==> src/rtl/store_write_buffer_pkg.sv <==
// Shared sizing defaults for the store write buffer and the data memory it fronts,
// plus the memory-port arbitration encoding.
package store_write_buffer_pkg;

    localparam int SWB_DATA_BITS = 32;
    localparam int SWB_ADDR_BITS = 32;
    localparam int SWB_DEPTH     = 4;
    localparam int SWB_PTR_BITS  = 2;

    // Who owns the single data-memory port this cycle
    typedef enum logic [1:0] {
        PORT_IDLE  = 2'd0,
        PORT_LOAD  = 2'd1,
        PORT_DRAIN = 2'd2
    } port_sel_e;

endpackage

==> src/rtl/store_fwd_match.sv <==
// Load-to-store forwarding: finds the youngest valid buffered store whose address
// equals the load address, scanning by age from head (oldest) towards tail.
module store_fwd_match
    import store_write_buffer_pkg::*;
#(
    parameter int DATA_BITS = SWB_DATA_BITS,
    parameter int ADDR_BITS = SWB_ADDR_BITS,
    parameter int DEPTH     = SWB_DEPTH,
    parameter int PTR_BITS  = SWB_PTR_BITS
) (
    input  logic [DEPTH-1:0][ADDR_BITS-1:0] i_entry_addr,
    input  logic [DEPTH-1:0][DATA_BITS-1:0] i_entry_data,
    input  logic [DEPTH-1:0]                i_entry_valid,
    input  logic [PTR_BITS-1:0]             i_head,
    input  logic [ADDR_BITS-1:0]            i_ld_addr,
    output logic                            o_hit,
    output logic [DATA_BITS-1:0]            o_data
);

    logic [DEPTH-1:0]    w_match;
    logic [PTR_BITS-1:0] w_idx [DEPTH];

    generate
        for (genvar gi = 0; gi < DEPTH; gi++) begin : g_match
            assign w_match[gi] = i_entry_valid[gi] && (i_entry_addr[gi] == i_ld_addr);
            // w_idx[k] is the physical slot holding the k-th oldest entry
            assign w_idx[gi]   = i_head + PTR_BITS'(gi);
        end
    endgenerate

    // Later (younger) matches override earlier ones
    always_comb begin
        o_hit  = 1'b0;
        o_data = '0;
        for (int k = 0; k < DEPTH; k++) begin
            if (w_match[w_idx[k]]) begin
                o_hit  = 1'b1;
                o_data = i_entry_data[w_idx[k]];
            end
        end
    end

endmodule

==> src/rtl/store_write_buffer.sv <==
// Posted-store FIFO between the MEM stage and data memory: loads own the port,
// stores drain one per load-free cycle, and loads forward from queued stores.
module store_write_buffer
    import store_write_buffer_pkg::*;
#(
    parameter int DATA_BITS = SWB_DATA_BITS,
    parameter int ADDR_BITS = SWB_ADDR_BITS,
    parameter int DEPTH     = SWB_DEPTH,
    parameter int PTR_BITS  = SWB_PTR_BITS
) (
    input  logic                 clk,
    input  logic                 reset,
    input  logic                 stWrite,
    input  logic [ADDR_BITS-1:0] stAddr,
    input  logic [DATA_BITS-1:0] stData,
    input  logic                 ldRead,
    input  logic [ADDR_BITS-1:0] ldAddr,
    output logic [DATA_BITS-1:0] ldData,
    output logic                 bufFull,
    output logic                 bufEmpty,
    output logic                 errOverflow,
    output logic [ADDR_BITS-1:0] memAddress,
    output logic [DATA_BITS-1:0] memWriteData,
    output logic                 memWrite,
    output logic                 memRead,
    input  logic [DATA_BITS-1:0] readDataMem
);

    localparam logic [PTR_BITS:0]   C_DEPTH   = (PTR_BITS+1)'(DEPTH);
    localparam logic [PTR_BITS:0]   C_CNT_ONE = 1;
    localparam logic [PTR_BITS-1:0] C_PTR_ONE = 1;

    logic [ADDR_BITS-1:0] r_addr [DEPTH];
    logic [DATA_BITS-1:0] r_data [DEPTH];
    logic [PTR_BITS-1:0]  r_head;
    logic [PTR_BITS-1:0]  r_tail;
    logic [PTR_BITS:0]    r_count;
    logic                 r_overflow;

    logic                           w_full;
    logic                           w_empty;
    logic                           w_push;
    logic                           w_drain;
    logic [DEPTH-1:0]               w_valid;
    logic [DEPTH-1:0][ADDR_BITS-1:0] w_entry_addr;
    logic [DEPTH-1:0][DATA_BITS-1:0] w_entry_data;
    logic                           w_fwd_hit;
    logic [DATA_BITS-1:0]           w_fwd_data;
    port_sel_e                      w_port_sel;

    assign w_full  = (r_count == C_DEPTH);
    assign w_empty = (r_count == '0);
    // Full is judged on registered count, so a same-cycle drain never frees a slot for a push
    assign w_push  = stWrite && !w_full;
    assign w_drain = !w_empty && !ldRead && !reset;

    generate
        for (genvar gi = 0; gi < DEPTH; gi++) begin : g_entry
            logic [PTR_BITS-1:0] w_age;
            assign w_age            = PTR_BITS'(gi) - r_head;
            assign w_valid[gi]      = ({1'b0, w_age} < r_count);
            assign w_entry_addr[gi] = r_addr[gi];
            assign w_entry_data[gi] = r_data[gi];
        end
    endgenerate

    always_ff @(posedge clk) begin
        if (w_push) begin
            r_addr[r_tail] <= stAddr;
            r_data[r_tail] <= stData;
        end
    end

    always_ff @(posedge clk) begin
        if (reset) begin
            r_head     <= '0;
            r_tail     <= '0;
            r_count    <= '0;
            r_overflow <= 1'b0;
        end else begin
            if (w_push) begin
                r_tail <= r_tail + C_PTR_ONE;
            end
            if (w_drain) begin
                r_head <= r_head + C_PTR_ONE;
            end
            case ({w_push, w_drain})
                2'b10:   r_count <= r_count + C_CNT_ONE;
                2'b01:   r_count <= r_count - C_CNT_ONE;
                default: r_count <= r_count;
            endcase
            if (stWrite && w_full) begin
                r_overflow <= 1'b1;
            end
        end
    end

    store_fwd_match #(
        .DATA_BITS (DATA_BITS),
        .ADDR_BITS (ADDR_BITS),
        .DEPTH     (DEPTH),
        .PTR_BITS  (PTR_BITS)
    ) u_fwd (
        .i_entry_addr  (w_entry_addr),
        .i_entry_data  (w_entry_data),
        .i_entry_valid (w_valid),
        .i_head        (r_head),
        .i_ld_addr     (ldAddr),
        .o_hit         (w_fwd_hit),
        .o_data        (w_fwd_data)
    );

    always_comb begin
        w_port_sel = PORT_IDLE;
        if (ldRead) begin
            w_port_sel = PORT_LOAD;
        end else if (w_drain) begin
            w_port_sel = PORT_DRAIN;
        end
    end

    assign memRead      = ldRead;
    assign memWrite     = (w_port_sel == PORT_DRAIN);
    assign memAddress   = (w_port_sel == PORT_DRAIN) ? r_addr[r_head] : ldAddr;
    assign memWriteData = r_data[r_head];
    assign ldData       = w_fwd_hit ? w_fwd_data : readDataMem;
    assign bufFull      = w_full;
    assign bufEmpty     = w_empty;
    assign errOverflow  = r_overflow;

endmodule

==> config.mk <==
export PLATFORM = sky130hd
export DESIGN_NAME = store_write_buffer
export DESIGN_NICKNAME = d
export VERILOG_FILES = /design/src/rtl/store_write_buffer_pkg.sv /design/src/rtl/store_fwd_match.sv /design/src/rtl/store_write_buffer.sv
export SDC_FILE = /design/constraint.sdc
export NUM_CORES = 1
export LEC_CHECK = 0
export CORE_ASPECT_RATIO = 0.9
export CORE_MARGIN = 2
export CORE_UTILIZATION = 60
export CTS_BUF_LIST = sky130_fd_sc_hd__clkbuf_2 sky130_fd_sc_hd__clkbuf_4 sky130_fd_sc_hd__clkbuf_8
export DETAILED_ROUTE_END_ITERATION = 10
export GPL_ROUTABILITY_DRIVEN = 0
export PLACE_DENSITY = 0.87
export SLEW_MARGIN = 20
export SYNTH_ARGS = -nofsm -noshare
export SYNTH_HDL_FRONTEND = slang
export SYNTH_SLANG_ARGS = --single-unit
==> constraint.sdc <==
create_clock -name clk -period 7.21 [get_ports clk]
set_input_delay 1.0815 -clock clk [delete_from_list [all_inputs] [get_ports clk]]
set_output_delay 1.0815 -clock clk [all_outputs]
set_load 0.1 [all_outputs]
==> results by group, run 1 <==
Run status
  – Status: complete, no violations

Power and ir drop
  – Leak Pwr: 6.26 nW
  – PD cells: 280 mW/mm^2
  – VDD IR max: 234 uV

Yosys
  – Register area share after synthesis: 50.6%
  – Post-synthesis xor/xnor area fraction: 7.53%
  – Top post-synthesis cells by area: edfxtp_1 (49%), mux4_2 (9.2%), xor2_1 (7.3%)
  – Post-synth top area cell: edfxtp_1
  – Syn Area/Cell: 13.5 um^2
  – Asr flop ratio synth: 0%
  – Share of the synthesized area in the top cell type: 49.3%
  – Mux contribution to synthesized area: 20.1%
  – Net Count, Synth: 1300
  – Mapped cell area: 0.0156 mm^2
  – Gate Count Post-Synth: 1158
  – Compound-Gate Fraction of Synth Area: 10.3%
  – Post-synthesis simple-gate area fraction: 6.90%
  – Combinational family with the most area after synthesis: multiplexers
  – Synth Area in Adders: 0.851%
  – Main synth FF type: edfxtp_1
  – FF+latch count, synth: 266
  – Count of unique library cells instantiated by Yosys: 46
  – Yosys warning count: 0
  – Post-synth EDFFs: 256

Clocking
  – Hold_buf cts: 0
  – Root Driver: clkbuf_8
  – CTS Buffer Depth: 3
  – Worst-Skew Late Latency: 580 ps
  – # resized after CTS: 0
  – Reg clk slew, reported paths: 50 ps
  – CTS Buf Count: 43
  – CTS tree: yes
  – Post-CTS Setup Inserts: 0
  – CTS HTree Levels: 2
  – # clock sinks: 266

Worst setup path
  – Slowest stage delay, CP: 710 ps
  – Crit path cell chain: clkdlybuf4s50_1 -> xor2_1 -> nor4_1 -> nand4_1 -> nor4_2 -> o21ai_4 -> buf_16 -> nand2b_1 -> a311oi_1 -> o21ba_1 -> buf_4
  – Slowest CP cell: nor4_1
  – Crit-path max FO: 17
  – WP data arrival: 5190 ps
  – Crit end category: output pin
  – Crit Path Category: in -> out
  – CP Launch Type: input port
  – Required @ worst endpoint: 6130 ps
  – FF-to-FF path depth: 4

Placed design
  – Hpwl dp: 27.4 mm
  – PortBufs: 232
  – Placed Area: 0.0179 mm^2

GRT
  – Initial antenna violation count: 6
  – Largest net degree at the start of global routing: 69
  – Vias in the first global route: 11.4k
  – GRT Total Usage: 31.1%
  – Total gr overflow: 0
  – First-pass GRT wire length: 64.3 mm

Drt
  – ANT nets after route: 0
  – Via/cell ratio: 6.72
  – Drt first pass iters: 5
  – Routed wl met3: 4.87 mm
  – Top layer used by detailed routing: met5
  – Drt first-iter violations: 1370
  – Routed length on met1: 16.8 mm
  – Vias post-DR: 11.5k
  – Drc violations: 0
  – Metal2 WL: 20.1 mm
  – DR WL/cell: 25.3 um
  – Detailed Route WL: 43.2 mm

Final layout
  – Layout area overhead: 20.9%
  – Layout fillers: 1662
  – Design Area, Final: 0.0188 mm^2
  – Layout cell share with drive strength beyond 1: 20.6%
  – Nets: 1473
  – Most common cell after layout, fill and taps aside: edfxtp_1
  – Most frequent cells in the layout: edfxtp_1 (256), clkdlybuf4s50_1 (200), xor2_1 (130), mux2i_1 (95), mux2_2 (66)
  – Final Util: 74.4%

STA
  – Slew Limit Fails: 0
  – Fin. Hold Viols: 0
  – Fin crit share: 87.0%
  – Tmin final: 6280 ps
  – Worst Max-Slew Pin Slew: 1190 ps
  – Final setup violation count: 0
  – RSZ-0062 raised after global routing: false
  – Final worst clock skew: 25.7 ps
  – Max Clk Rate: 0.159 GHz
  – Slew headroom: 20.6%
  – TNS Setup: 0 ps

Die
  – Io pins: 233
  – Die height: 157 um
  – Die Span X: 174 um
  – Die ar.: 0.0273 mm^2
  – Core box area: 0.0253 mm^2
  – Row count: 55
  – Initial Util: 61.6%

Hold path
  – Type of the worst min-delay path: reg -> reg
  – WHS Path Cells: 2

Flow run
  – Max cap viols: 0
cell families (layout without fill, tap and decap cells):
kind of cell / count (synthesis) / in the layout
compound gates: 211 / 211
xor+xnor: 134 / 134
fa+ha+maj: 10 / 10
buf+inv: 127 / 330
flops: 266 / 266
mux: 225 / 225
other cells: 0 / 3
simple gates: 185 / 185
critical path, delay by kind of cell:
kind	cells	cell delay, ps
xor gates and xnor gates	1	220
buffers and inverters	3	1110
and+or+nand+nor	4	2000
AOI/OAI and AO/OA	3	770
layer usage:
layer  track usage [%]  up-vias
li1                  -     4957
met3              8.77      121
met1              41.4     5655
met4              11.7        4
met5                 0        -
met2              49.3      732
stage by stage:
step,worst slack [ps],hold WS (ps),power (mW),std cells
6_report,934,478,5.27,1706
5_1_grt,802,509,5.44,1704
4_1_cts,1040,486,5.27,1701
3_5_place_dp,1050,470,3.96,1626
3_3_place_gp,1050,448,3.93,1626
2_1_floorplan,2000,481,3.48,1158
cell usage after synthesis, types with 2 or more instances:
| cell | number |
|---|---|
| a21oi_1 | 40 |
| a221o_1 | 31 |
| a31o_1 | 31 |
| and2_1 | 5 |
| and3_1 | 32 |
| buf_1 | 8 |
| buf_2 | 47 |
| buf_4 | 3 |
| buf_6 | 3 |
| clkbuf_1 | 56 |
| dfxtp_1 | 10 |
| edfxtp_1 | 256 |
| ha_1 | 9 |
| inv_1 | 9 |
| mux2_2 | 66 |
| mux2i_1 | 95 |
| mux4_2 | 64 |
| nand2_1 | 37 |
| nand2b_1 | 5 |
| nand4_1 | 5 |
| nor2_1 | 45 |
| nor3_1 | 9 |
| nor3_2 | 2 |
| nor4_1 | 24 |
| nor4_2 | 14 |
| nor4_4 | 2 |
| o211ai_1 | 32 |
| o211ai_2 | 4 |
| o21ai_1 | 4 |
| o221ai_1 | 31 |
| o22ai_1 | 32 |
| xnor2_1 | 4 |
| xor2_1 | 130 |
final cells by class:
cell class | count | area, um^2 | share of cell area [%]
Timing Repair Buffer | 245 | 2390 | 12.7
Sequential cell | 266 | 7900 | 41.9
Inverter | 10 | 37.5 | 0.199
Tap cell | 342 | 428 | 2.27
Antenna cell | 3 | 7.51 | 0.0398
Multi-Input combinational cell | 765 | 7210 | 38.3
Clock buffer | 53 | 667 | 3.54
Clock inverter | 22 | 193 | 1.02
registers in the layout, indices dropped and copies added, names as in the netlist, named ones only:
signal	flops
r_addr	128
r_data	128
r_count	3
r_head	2
r_tail	2
errOverflow	1
final timing paths:
kind	startpoint	to	slack, ps
min	errOverflow	errOverflow	480
min reg2reg	errOverflow	errOverflow	480
max reg2reg	r_count[0]	r_data[2][31]	4440
max	ldAddr[4]	ldData[30]	930
report_power, final:
part,switching (mW),total (mW),internal (mW)
sequential,0.136,1.96,1.82
clock,0.605,1.33,0.723
combinational,1.33,1.99,0.663
No activity file was read; power rests on OpenSTA's default activity.
==> run 2, diff against run 1 <==
Settings changed: GPL_ROUTABILITY_DRIVEN 0 to default.
==> results of run 2 <==
Final layout, timing and power as in run 1 (identical DEF).
